===== config.mk =====
export PLATFORM = sky130hd
export DESIGN_NAME = pong_engine
export DESIGN_NICKNAME = d
export VERILOG_FILES = /design/src/rtl/pong_engine.sv
export SDC_FILE = /design/constraint.sdc
export NUM_CORES = 1
export LEC_CHECK = 0
export CELL_PAD_IN_SITES_DETAIL_PLACEMENT = 1
export CELL_PAD_IN_SITES_GLOBAL_PLACEMENT = 2
export CORE_MARGIN = 3
export CORE_UTILIZATION = 38
export DETAILED_ROUTE_END_ITERATION = 12
export HOLD_SLACK_MARGIN = 0.15
export PLACE_DENSITY_LB_ADDON = 0.1
export SKIP_CTS_REPAIR_TIMING = 1
export SLEW_MARGIN = 20
export SYNTH_ARGS = -nofsm -noshare
export SYNTH_HDL_FRONTEND = slang
export SYNTH_SLANG_ARGS = --single-unit
export TNS_END_PERCENT = 1

===== constraint.sdc =====
create_clock -name clk -period 9.24 [get_ports clk]
set_input_delay 2.31 -clock clk [delete_from_list [all_inputs] [get_ports clk]]
set_output_delay 2.31 -clock clk [all_outputs]
set_load 0.01 [all_outputs]

===== src/rtl/pong_engine.sv =====
// Two-player Pong core: paddles, ball physics, scoring, match FSM and pixel colour.
// Game state steps once per frame tick (x==0,y==0); rgb is 1 cycle behind x/y; no backpressure.
module pong_engine #(
    parameter int H_ACTIVE     = 640,
    parameter int V_ACTIVE     = 480,
    parameter int TOP          = 40,
    parameter int BOT          = 440,
    parameter int L_BOUND      = 60,
    parameter int R_BOUND      = 580,
    parameter int BAR_W        = 5,
    parameter int BAR_H        = 60,
    parameter int BAR_H_WIDE   = 150,
    parameter int BALL_R       = 5,
    parameter int BAR_V        = 2,
    parameter int BALL_V0      = 1,
    parameter int BALL_VMAX    = 4,
    parameter int WIN_SCORE    = 9,
    parameter int SERVE_FRAMES = 60,
    parameter int POINT_FRAMES = 30
) (
    input  logic        clk,
    input  logic        rst_n,
    input  logic [10:0] x,
    input  logic [10:0] y,
    input  logic [1:0]  btn1,
    input  logic [1:0]  btn2,
    input  logic        start,
    input  logic        wide_mode,
    output logic [7:0]  rgb,
    output logic [5:0]  lscore,
    output logic [5:0]  rscore,
    output logic        game_over
);

    typedef enum logic [2:0] {
        IDLE  = 3'd0,
        SERVE = 3'd1,
        PLAY  = 3'd2,
        POINT = 3'd3,
        OVER  = 3'd4
    } state_t;

    localparam logic signed [11:0] S_TOP  = 12'(TOP);
    localparam logic signed [11:0] S_BOT  = 12'(BOT);
    localparam logic signed [11:0] S_R    = 12'(BALL_R);
    localparam logic signed [11:0] S_LB   = 12'(L_BOUND);
    localparam logic signed [11:0] S_RB   = 12'(R_BOUND);
    localparam logic signed [11:0] S_LF   = 12'(L_BOUND + BAR_W);
    localparam logic signed [11:0] S_RF   = 12'(R_BOUND - BAR_W);
    localparam logic signed [11:0] S_XMAX = 12'(H_ACTIVE - 1);
    localparam logic signed [11:0] S_CX   = 12'(H_ACTIVE / 2);
    localparam logic signed [11:0] S_CY   = 12'(V_ACTIVE / 2);
    localparam logic signed [11:0] S_BARV = 12'(BAR_V);
    localparam logic signed [11:0] S_HN   = 12'(BAR_H / 2);
    localparam logic signed [11:0] S_HW   = 12'(BAR_H_WIDE / 2);

    localparam logic [10:0] U_HA   = 11'(H_ACTIVE);
    localparam logic [10:0] U_VA   = 11'(V_ACTIVE);
    localparam logic [10:0] U_TOP  = 11'(TOP);
    localparam logic [10:0] U_BOT  = 11'(BOT);
    localparam logic [10:0] U_LB   = 11'(L_BOUND);
    localparam logic [10:0] U_RB   = 11'(R_BOUND);
    localparam logic [10:0] PIP_R0 = 11'(H_ACTIVE - 20);
    localparam logic [10:0] PIP_R1 = 11'(H_ACTIVE - 10);

    localparam logic [2:0] V0   = 3'(BALL_V0);
    localparam logic [2:0] VMAX = 3'(BALL_VMAX);
    localparam logic [5:0] WIN  = 6'(WIN_SCORE);
    localparam logic [7:0] N_SERVE = 8'(SERVE_FRAMES);
    localparam logic [7:0] N_POINT = 8'(POINT_FRAMES);

    localparam logic [7:0] C_BG    = 8'b01001000;
    localparam logic [7:0] C_WALL  = 8'b11100001;
    localparam logic [7:0] C_LEFT  = 8'b10010111;
    localparam logic [7:0] C_RIGHT = 8'b00101011;
    localparam logic [7:0] C_BALL  = 8'b11011101;

    state_t            state, state_nxt;
    logic [7:0]        cnt, cnt_nxt;
    logic signed [11:0] ball_x, ball_y, bx_nxt, by_nxt;
    logic signed [11:0] lbar_y, rbar_y, lbar_nxt, rbar_nxt;
    logic              dir_x, dir_y, dx_nxt, dy_nxt;   // 1 = left / up
    logic [2:0]        speed, speed_nxt;
    logic              serve_left, serve_left_nxt;
    logic [5:0]        lscore_nxt, rscore_nxt;

    logic              tick, paddles_live, hit_l, hit_r;
    logic signed [11:0] half_h, reach, step, nx, ny, dl, dr, xs, ys;
    logic [10:0]       y_div10, y_div20;
    logic [7:0]        pix;

    function automatic logic signed [11:0] move_bar(input logic signed [11:0] pos,
                                                    input logic [1:0] btn,
                                                    input logic live,
                                                    input logic signed [11:0] half);
        logic signed [11:0] p;
        p = pos;
        if (live && btn == 2'b01)
            p = pos - S_BARV;
        else if (live && btn == 2'b10)
            p = pos + S_BARV;
        if (p < S_TOP + half)
            p = S_TOP + half;
        else if (p > S_BOT - half)
            p = S_BOT - half;
        return p;
    endfunction

    function automatic logic signed [11:0] abs12(input logic signed [11:0] v);
        return v[11] ? -v : v;
    endfunction

    function automatic logic [5:0] sat_inc(input logic [5:0] s);
        return (s == 6'd63) ? s : s + 6'd1;
    endfunction

    assign tick         = (x == 11'd0) && (y == 11'd0);
    assign half_h       = wide_mode ? S_HW : S_HN;
    assign reach        = half_h + S_R;
    assign step         = signed'({9'd0, speed});
    assign nx           = dir_x ? ball_x - step : ball_x + step;
    assign ny           = dir_y ? ball_y - step : ball_y + step;
    assign dr           = abs12(ny - rbar_y);
    assign dl           = abs12(ny - lbar_y);
    assign hit_r        = !dir_x && (ball_x + S_R <= S_RF) && (nx + S_R > S_RF) && (dr <= reach);
    assign hit_l        = dir_x && (ball_x - S_R >= S_LF) && (nx - S_R < S_LF) && (dl <= reach);
    assign paddles_live = (state == SERVE) || (state == PLAY);
    assign game_over    = (state == OVER);

    always_comb begin
        state_nxt      = state;
        cnt_nxt        = cnt;
        bx_nxt         = ball_x;
        by_nxt         = ball_y;
        dx_nxt         = dir_x;
        dy_nxt         = dir_y;
        speed_nxt      = speed;
        serve_left_nxt = serve_left;
        lscore_nxt     = lscore;
        rscore_nxt     = rscore;
        lbar_nxt       = tick ? move_bar(lbar_y, btn1, paddles_live, half_h) : lbar_y;
        rbar_nxt       = tick ? move_bar(rbar_y, btn2, paddles_live, half_h) : rbar_y;

        case (state)
            IDLE: begin
                bx_nxt = S_CX;
                by_nxt = S_CY;
                if (tick && start) begin
                    state_nxt = SERVE;
                    cnt_nxt   = N_SERVE;
                end
            end
            SERVE: begin
                if (tick) begin
                    if (cnt <= 8'd1) begin
                        state_nxt = PLAY;
                        cnt_nxt   = 8'd0;
                    end else begin
                        cnt_nxt = cnt - 8'd1;
                    end
                end
            end
            PLAY: begin
                if (tick) begin
                    bx_nxt = nx;
                    by_nxt = ny;
                    if (ny - S_R <= S_TOP) begin
                        by_nxt = S_TOP + S_R;
                        dy_nxt = 1'b0;
                    end else if (ny + S_R >= S_BOT) begin
                        by_nxt = S_BOT - S_R;
                        dy_nxt = 1'b1;
                    end
                    // A paddle hit wins over the miss test: the ball is placed back on the face.
                    if (hit_r) begin
                        bx_nxt    = S_RF - S_R;
                        dx_nxt    = 1'b1;
                        speed_nxt = (speed >= VMAX) ? VMAX : speed + 3'd1;
                    end else if (hit_l) begin
                        bx_nxt    = S_LF + S_R;
                        dx_nxt    = 1'b0;
                        speed_nxt = (speed >= VMAX) ? VMAX : speed + 3'd1;
                    end else if (nx - S_R < 12'sd0) begin
                        rscore_nxt     = sat_inc(rscore);
                        serve_left_nxt = 1'b1;
                        state_nxt      = POINT;
                        cnt_nxt        = N_POINT;
                    end else if (nx + S_R > S_XMAX) begin
                        lscore_nxt     = sat_inc(lscore);
                        serve_left_nxt = 1'b0;
                        state_nxt      = POINT;
                        cnt_nxt        = N_POINT;
                    end
                end
            end
            POINT: begin
                if (tick) begin
                    if (cnt > 8'd1) begin
                        cnt_nxt = cnt - 8'd1;
                    end else if (lscore == WIN || rscore == WIN) begin
                        state_nxt = OVER;
                        cnt_nxt   = 8'd0;
                    end else begin
                        bx_nxt    = S_CX;
                        by_nxt    = S_CY;
                        speed_nxt = V0;
                        dy_nxt    = 1'b0;
                        dx_nxt    = serve_left;
                        state_nxt = SERVE;
                        cnt_nxt   = N_SERVE;
                    end
                end
            end
            OVER: begin
                if (tick && start) begin
                    lscore_nxt = 6'd0;
                    rscore_nxt = 6'd0;
                    bx_nxt     = S_CX;
                    by_nxt     = S_CY;
                    speed_nxt  = V0;
                    dy_nxt     = 1'b0;
                    dx_nxt     = serve_left;
                    state_nxt  = SERVE;
                    cnt_nxt    = N_SERVE;
                end
            end
            default: state_nxt = IDLE;
        endcase
    end

    always_ff @(posedge clk or negedge rst_n) begin
        if (!rst_n) begin
            state      <= IDLE;
            cnt        <= 8'd0;
            ball_x     <= S_CX;
            ball_y     <= S_CY;
            dir_x      <= 1'b0;
            dir_y      <= 1'b0;
            speed      <= V0;
            serve_left <= 1'b0;
            lbar_y     <= S_CY;
            rbar_y     <= S_CY;
            lscore     <= 6'd0;
            rscore     <= 6'd0;
        end else begin
            state      <= state_nxt;
            cnt        <= cnt_nxt;
            ball_x     <= bx_nxt;
            ball_y     <= by_nxt;
            dir_x      <= dx_nxt;
            dir_y      <= dy_nxt;
            speed      <= speed_nxt;
            serve_left <= serve_left_nxt;
            lbar_y     <= lbar_nxt;
            rbar_y     <= rbar_nxt;
            lscore     <= lscore_nxt;
            rscore     <= rscore_nxt;
        end
    end

    assign xs      = signed'({1'b0, x});
    assign ys      = signed'({1'b0, y});
    assign y_div10 = y / 11'd10;
    assign y_div20 = y / 11'd20;

    // Later layers overwrite earlier ones, so the order below is the draw priority.
    always_comb begin
        pix = 8'd0;
        if (x < U_HA && y < U_VA) begin
            pix = C_BG;
            if ((y == U_TOP || y == U_BOT) && x >= U_LB && x <= U_RB)
                pix = (state == OVER) ? ((lscore == WIN) ? C_LEFT : C_RIGHT) : C_WALL;
            if (xs >= S_LB && xs <= S_LF && ys >= lbar_y - half_h && ys <= lbar_y + half_h)
                pix = C_LEFT;
            if (xs >= S_RF && xs <= S_RB && ys >= rbar_y - half_h && ys <= rbar_y + half_h)
                pix = C_RIGHT;
            if (state != IDLE && xs >= ball_x - S_R && xs <= ball_x + S_R &&
                ys >= ball_y - S_R && ys <= ball_y + S_R)
                pix = C_BALL;
            if (y_div10[0] && x >= 11'd10 && x <= 11'd20 && {5'd0, lscore} > y_div20)
                pix = C_LEFT;
            if (y_div10[0] && x >= PIP_R0 && x <= PIP_R1 && {5'd0, rscore} > y_div20)
                pix = C_RIGHT;
        end
    end

    always_ff @(posedge clk or negedge rst_n) begin
        if (!rst_n)
            rgb <= 8'd0;
        else
            rgb <= pix;
    end

endmodule


# After elaboration in Yosys (flattened, before gate mapping)

Cells that the tools add are included.

Output and inout bits: 21
Bits in latches: 0
Memory bits (read-only): 0
RAM bits: 0
Word-level logic and storage cells: 274
Register bits: 85
Memories: 0

Bitwise operators: 2
Reductions and logical operators: 53
Equal/unequal tests: 32
Multiply operators: 0
Muxes and demuxes: 102
Magnitude comparators: 39
Divide/modulo/power cells: 2
Add/subtract/negate cells: 31
Shifts and indexed selects: 0

Operators by type and width:

| cell                                                                              | number |
|---|---|
| 12-bit two-way mux                                                                | 26 |
| 8-bit two-way mux                                                                 | 19 |
| 12-bit one-hot mux with 4 select lines                                            | 2 |
| 6-bit two-way mux                                                                 | 13 |
| 3-bit two-way mux                                                                 | 18 |
| 12-bit by 4-bit adder with 12-bit output, second input constant                   | 4 |
| 12-bit greater-or-equal comparator                                                | 4 |
| 12-bit <= comparator                                                              | 4 |
| 12-bit by 4-bit subtractor with 12-bit output, second input constant              | 4 |
| 11-bit by 10-bit <= comparator with 1-bit output, second input constant           | 3 |
| 8-bit one-hot mux with 4 select lines                                             | 1 |
| 1-bit logical AND                                                                 | 31 |
| 12-bit by 3-bit adder with 12-bit output, second input constant                   | 2 |
| 12-bit by 4-bit adder with 12-bit output                                          | 2 |
| 12-bit by 8-bit adder with 12-bit output                                          | 2 |
| 12-bit by 11-bit greater-than comparator with 1-bit output, second input constant | 2 |
| 12-bit greater-than comparator                                                    | 2 |
| 12-bit by 9-bit <= comparator with 1-bit output                                   | 2 |
| 12-bit < comparator                                                               | 2 |
| 12-bit negation                                                                   | 2 |
| 6-bit one-hot mux with 2 select lines                                             | 2 |
| 12-bit subtractor                                                                 | 2 |
| 12-bit by 3-bit subtractor with 12-bit output, second input constant              | 2 |
| 12-bit by 4-bit subtractor with 12-bit output                                     | 2 |
| 58 further kinds                                                                  | 108 |

# Depth between registers and ports, before layout

Depth after elaboration: 11
Mapped depth: 36
Gate-level depth less buffers: 33

# Worst setup path after synthesis

OpenSTA, ideal clock, no wires.

Path type: register to register
From: register speed[0]
To: register dir_x
Cell stages (with the launch flop): 34
Period minus slack after synthesis: 6.940 ns
Slack: 2.300 ns
Arrival: 6.814 ns
Required time: 9.115 ns
Buffers on the path: 2
Path through: dfstp_2 -> inv_1 -> ha_1 -> mux2_2 -> fa_1 -> nor2b_1 -> o21ai_0 -> a21oi_1 -> o21ai_0 -> a21oi_1 -> o21a_1 -> nor2_1 -> xnor2_1 -> ha_1 -> clkbuf_1 -> a21o_1 -> a21o_1 -> a21oi_1 -> o21a_1 -> xnor3_1 -> buf_6 -> nor2_1 -> xnor2_1 -> ha_1 -> a211o_1 -> o31ai_1 -> nand3_1 -> mux2_2 -> o311ai_1 -> and4_1 -> o21ai_2 -> and2_4 -> a21o_4 -> mux2_4

Longest elaborated chain between the ends: 10
Elaborated cells between the ends (all ways): 27
Those cells by class: add/sub (10); order compare (4); eq/ne (1); mux (7); reduce/logical (5)

RTL lines:

| what                                                                                                      | RTL line | RTL |
|---|---|---|
| start, declared                                                                                           | 83       | `logic [2:0] speed, speed_nxt;` |
| start signal, assigned                                                                                    | 252      | `speed <= speed_nxt;` |
| 12-bit by 4-bit adder with 12-bit output or 12-bit by 4-bit subtractor with 12-bit output (tied branches) | 122      | `assign ny = dir_y ? ball_y - step : ball_y + step;` |
| 12-bit two-way mux                                                                                        | 122      |  |
| 12-bit subtractor                                                                                         | 123      | `assign dr = abs12(ny - rbar_y);` |
| 12-bit negation                                                                                           | 110      | `return v[11] ? -v : v;` |
| 12-bit two-way mux                                                                                        | 110      |  |
| 12-bit by 9-bit <= comparator with 1-bit output                                                           | 125      | `assign hit_r = !dir_x && (ball_x + S_R <= S_RF) && (nx + S_R > S_RF) && (dr <= reach);` |
| 1-bit logical AND                                                                                         | 125      |  |
| 1-bit two-way mux                                                                                         | 175      | `if (hit_r) begin` |
| 1-bit two-way mux                                                                                         | 164      | `if (tick) begin` |
| 1-bit one-hot mux with 3 select lines                                                                     | 144      | `case (state)` |
| end signal, assigned                                                                                      | 250      | `dir_x <= dx_nxt;` |
| end, declared                                                                                             | 82       | `logic dir_x, dir_y, dx_nxt, dy_nxt;` |

Several ways; a longest one is shown, not always the timed one. The select of a mux whose other input is x is not followed.
A chain may end at the register's enable or synchronous reset.

# Worst setup path after layout

From: register speed[0]
To: register lscore[5]

Longest elaborated chain between the ends: 9
Elaborated cells between the ends (all ways): 29
Those cells by class: add/sub (10); order compare (6); eq/ne (4); mux (4); reduce/logical (5)

RTL lines:

| what                                                                                                      | RTL line | RTL |
|---|---|---|
| 12-bit by 4-bit adder with 12-bit output or 12-bit by 4-bit subtractor with 12-bit output (tied branches) | 122      |  |
| 12-bit two-way mux                                                                                        | 122      |  |
| 12-bit subtractor, on equally long branches                                                               | 123, 124 |  |
| 12-bit negation                                                                                           | 110      |  |
| 12-bit two-way mux                                                                                        | 110      |  |
| 12-bit by 9-bit <= comparator with 1-bit output, on equally long branches                                 | 125, 126 |  |
| 1-bit logical AND, on equally long branches                                                               | 125, 126 |  |
| 2-bit != test (no source line)                                                                            | n/a      |  |
| 8-bit AND reduction (no source line) *                                                                    | n/a      |  |
| end signal, assigned                                                                                      | 256      | `lscore <= lscore_nxt;` |
| end, declared                                                                                             | 30       | `output logic [5:0] lscore,` |

Every way passes the cells marked *; elsewhere a longest branch is shown, timed or not.

==> results by stage <==
Route:
- Summed over all layers, the routed wires come to 49000 um.
- For this run, design rule violations remaining after detail routing come to 0.
- The number of antenna-violating nets in the routed design is 0.
- The DRC marker count from the first detailed-route iteration is 679.
- The total vias in the final route is 13.9k.
- The routed via count divided by cell count is 6.05.
- The number of search-and-repair iterations in the first detailed-routing pass is 5.
- After detailed routing, the average wire length per cell comes to 21.4 um.

Critical path:
- The reg-to-reg endpoint is lscore[5].
- The cell family contributing the most delay on the critical path is compound AO/OA/AOI/OAI gates.
- The critical path class is flop to flop.
- The signal arrival time at the worst endpoint is 8.42 ns.
- For the worst setup path, the data required time is 9.48 ns.
- In this design, the critical path's most frequently occurring cell is sky130_fd_sc_hd__a21oi_1.
- In this run the number of cells on the critical path is 31.
- For this run, the slowest stage of the critical path takes 0.61 ns.
- The reg2reg setup slack is 1.05 ns.
- The critical path startpoint category is a flop.
- The critical path ends at lscore[5].
- For the worst flop-to-flop path, the logic depth is 31.
- The buffer and inverter count on the worst path is 1.
- The launch point of the critical path is speed[0].
- The slowest stage of the critical path belongs to the cell sky130_fd_sc_hd__dfstp_2.
- STA classifies the critical path endpoint as a flop.
- The maximum net fanout on the critical path is 12.
- The startpoint identified for the worst register-to-register timing path is speed[0].

Placed design:
- The count of port buffers added during placement is 50.
- The post-placement setup slack is 1.13 ns.
- Once placement finished, the instance area stood at 0.0149 mm2.
- The detailed placement HPWL is 39000 um.
- The number of cells in the design after placement is 2275.
- The congestion estimate from routability-driven global placement came to 0.866.

GRT:
- The number of antenna violations at the first check in global routing is 0.
- The number of global-route vias before repair is 13.9k.
- The global routing usage on met2 is 0.428.
- The pin count of the biggest net entering global routing is 57.
- The combined global-route utilization of all metal layers is 0.250.
- After global routing, the most crowded layer is met2.
- The first global-routing pass estimated 78000 um of wire.
- The met3 demand-to-capacity share in global routing is 0.0243.
- The total congestion overflow is 0.
- The global routing met1 resource utilization is 0.334.

Yosys:
- After synthesis the cells add up to 0.0140 mm2.
- The sequential-to-total area share from yosys stat is 0.151.
- Yosys mapped the design onto 98 distinct sky130hd cell types.
- The share of synthesized registers carrying an async set or reset is 1.00.
- Yosys attributes the largest share of cell area to sky130_fd_sc_hd__ha_1 19%, sky130_fd_sc_hd__dfrtp_1 12%, sky130_fd_sc_hd__xnor2_1 5.9%, sky130_fd_sc_hd__a21oi_1 4.2%, sky130_fd_sc_hd__o21ai_0 3.9%.
- The net count of the mapped netlist is 2063.
- Of the post-synthesis cell area, the dominant cell type holds 0.188.
- The commonest register cell after synthesis is sky130_fd_sc_hd__dfrtp_1.
- Ranked by instance count, the synthesized netlist is headed by 210 x sky130_fd_sc_hd__ha_1, 141 x sky130_fd_sc_hd__nor2_1, 137 x sky130_fd_sc_hd__nand2_1.
- After synthesis the netlist holds a flip-flop and latch count of 84.
- Counting every instance in the synthesized netlist gives 1819.
- The Yosys step of the flow raised 0 warnings.
- The most frequent cell after synthesis is sky130_fd_sc_hd__ha_1.
- Counting flops with a built-in enable in the synthesized netlist gives 0.
- The biggest area consumer among synthesized cells is sky130_fd_sc_hd__ha_1.
- The post-synthesis average cell area is 7.70 um2.

Timing:
- The total of endpoints with negative setup slack in the final report is 0.
- The final-report hold violation count is 0.
- Hold is met by 0.537 ns.
- The relative max-transition margin is 0.300.
- Based on the critical path, the design can be clocked at up to 122 MHz.
- In the post-route analysis, the smallest setup slack over all paths is 1.05 ns.
- The number of max-slew violations in the final report is 0.
- The final critical-path required period is 8.19 ns.
- Summed over all failing endpoints, the final setup total negative slack is 0 ns.
- Of the available clock period, the critical path in the final layout requires 0.886.
- For the pin with the worst max-slew slack, the measured transition is 1.04 ns.
- The clock tree skew after final layout is 0.00774 ns.
- Setup repair after global routing left no endpoint under its margin.

Die:
- The area of the core is 0.0359 mm2.
- The starting density of the core is 0.390.
- In this run the count of I/O pins placed on the die edge is 51.
- The die width is 198 um.
- The row count is 69.
- The die covers 0.0392 mm2.
- The height of the chip is 198 um.

Clock tree:
- After clock tree synthesis, the clock-pin slew on the worst setup and hold paths is 0.07 ns.
- The clock network latency to the later pin of the worst-skew pair is 0.36 ns.
- Counting every sink on the clock net gives 84.
- TritonCTS built the clock tree.
- The library cell used as clock root buffer is sky130_fd_sc_hd__clkbuf_16.
- The number of clock buffers inserted by TritonCTS is 9.
- The worst-case clock buffer depth is 2.
- The H-tree depth is 3.

Power:
- The overall power consumption is 982 uW.
- In this run the power density over the cells is 64.4 mW/mm2.
- The worst supply voltage drop on vdd is 0.0000921 V.
- In this run the static leakage power is 6.62 nW.

Job:
- The total of max-cap violations is 0.

Finish:
- The number of nets in the final layout is 2069.
- The post-route non-filler standard cell count is 2292.
- The fraction of layout cells with a size suffix above 1 is 0.0552.
- The end-of-flow core utilization is 0.424.
- The final design area excluding fillers is 0.0152 mm2.
- The area overhead of the layout relative to synthesis is 8.76%.
- The filler cells instantiated in the layout total 4412.

Outcome:
- The flow ran to the end, and the final reports show no timing, DRC or antenna violations.

Worst hold path:
- The tightest min-delay check is of the flop to flop type.
- The worst hold path was traced through 2 stages.
==> routing by layer <==
layer | vias to the layer above | wire [um]
met5 | - | 0
met4 | 0 | 1320
met3 | 58 | 1140
met2 | 172 | 23300
met1 | 6898 | 23200
li1 | 6744 | -
==> worst min-delay path, cell delays in order, from the launching register on <==
cell and delay [ns]:
sky130_fd_sc_hd__dfstp_2 0.41, sky130_fd_sc_hd__nand2_1 0.06, sky130_fd_sc_hd__o21ai_0 0.07
==> sequential cells by signal (all words and copies together), names as in the netlist <==
register	cells
ball_x	12
ball_y	12
lbar_y	12
rbar_y	12
cnt	8
rgb	7
lscore	6
rscore	6
speed	3
state	3
dir_x	1
dir_y	1
serve_left	1
==> where the power goes <==
| group | switching [mW] | internal [mW] | total (mW) |
|---|---|---|---|
| Sequential | 0.0000925 | 0.368 | 0.368 |
| Clock | 0.181 | 0.220 | 0.400 |
| Combinational | 0.124 | 0.0890 | 0.213 |
==> placed cells by master, fill, tap and decap left out, types with 23 or more instances in the layout <==
master | synthesis | layout
sky130_fd_sc_hd__ha_1 | 210 | 210
sky130_fd_sc_hd__nor2_1 | 141 | 141
sky130_fd_sc_hd__nand2_1 | 137 | 137
sky130_fd_sc_hd__a21oi_1 | 117 | 117
sky130_fd_sc_hd__o21ai_0 | 109 | 109
sky130_fd_sc_hd__xnor2_1 | 94 | 94
sky130_fd_sc_hd__inv_1 | 93 | 93
sky130_fd_sc_hd__dfrtp_1 | 69 | 69
sky130_fd_sc_hd__nor3_1 | 62 | 61
sky130_fd_sc_hd__nand3_1 | 56 | 56
sky130_fd_sc_hd__a21o_1 | 49 | 49
sky130_fd_sc_hd__clkdlybuf4s50_1 | 0 | 49
sky130_fd_sc_hd__o21a_1 | 46 | 46
sky130_fd_sc_hd__xor2_1 | 40 | 40
sky130_fd_sc_hd__nand2b_1 | 36 | 36
sky130_fd_sc_hd__nor2b_1 | 35 | 35
sky130_fd_sc_hd__nand4_1 | 33 | 33
sky130_fd_sc_hd__nor4_1 | 23 | 23
==> worst min-delay path by stage <==
stage / endpoint / from / slack (ns)
2_1_floorplan: serve_left / serve_left / 0.46
3_3_place_gp: serve_left / serve_left / 0.49
3_5_place_dp: serve_left / serve_left / 0.52
4_1_cts: rbar_y[4] / rbar_y[4] / 0.54
5_1_grt: ball_y[7] / ball_y[7] / 0.57
6_report: rbar_y[4] / rbar_y[4] / 0.54
==> cells by family (layout without fill, tap and decap cells) <==
group,Yosys count,in the layout,synth area share
other,0,1,0
multiplexers,28,28,0.0213
AND/OR/NAND/NOR,652,652,0.241
XOR/XNOR,136,136,0.0871
flip-flops,84,84,0.151
AO/OA/AOI/OAI,535,535,0.259
adder cells (fa/ha/maj),214,214,0.193
buffers and inverters,170,181,0.0472
==> area by class of cell <==
type | instances | area (um2) | share of cell area
Multi-Input combinational cell | 1565 | 11200 | 0.738
Tap cell | 461 | 577 | 0.0378
Antenna cell | 1 | 2.50 | 0.000164
Clock buffer | 10 | 239 | 0.0157
Sequential cell | 84 | 2120 | 0.139
Timing Repair Buffer | 66 | 618 | 0.0406
Clock inverter | 6 | 70.1 | 0.00460
Inverter | 99 | 372 | 0.0244
Note: power is estimated with default switching activity, not from simulation.
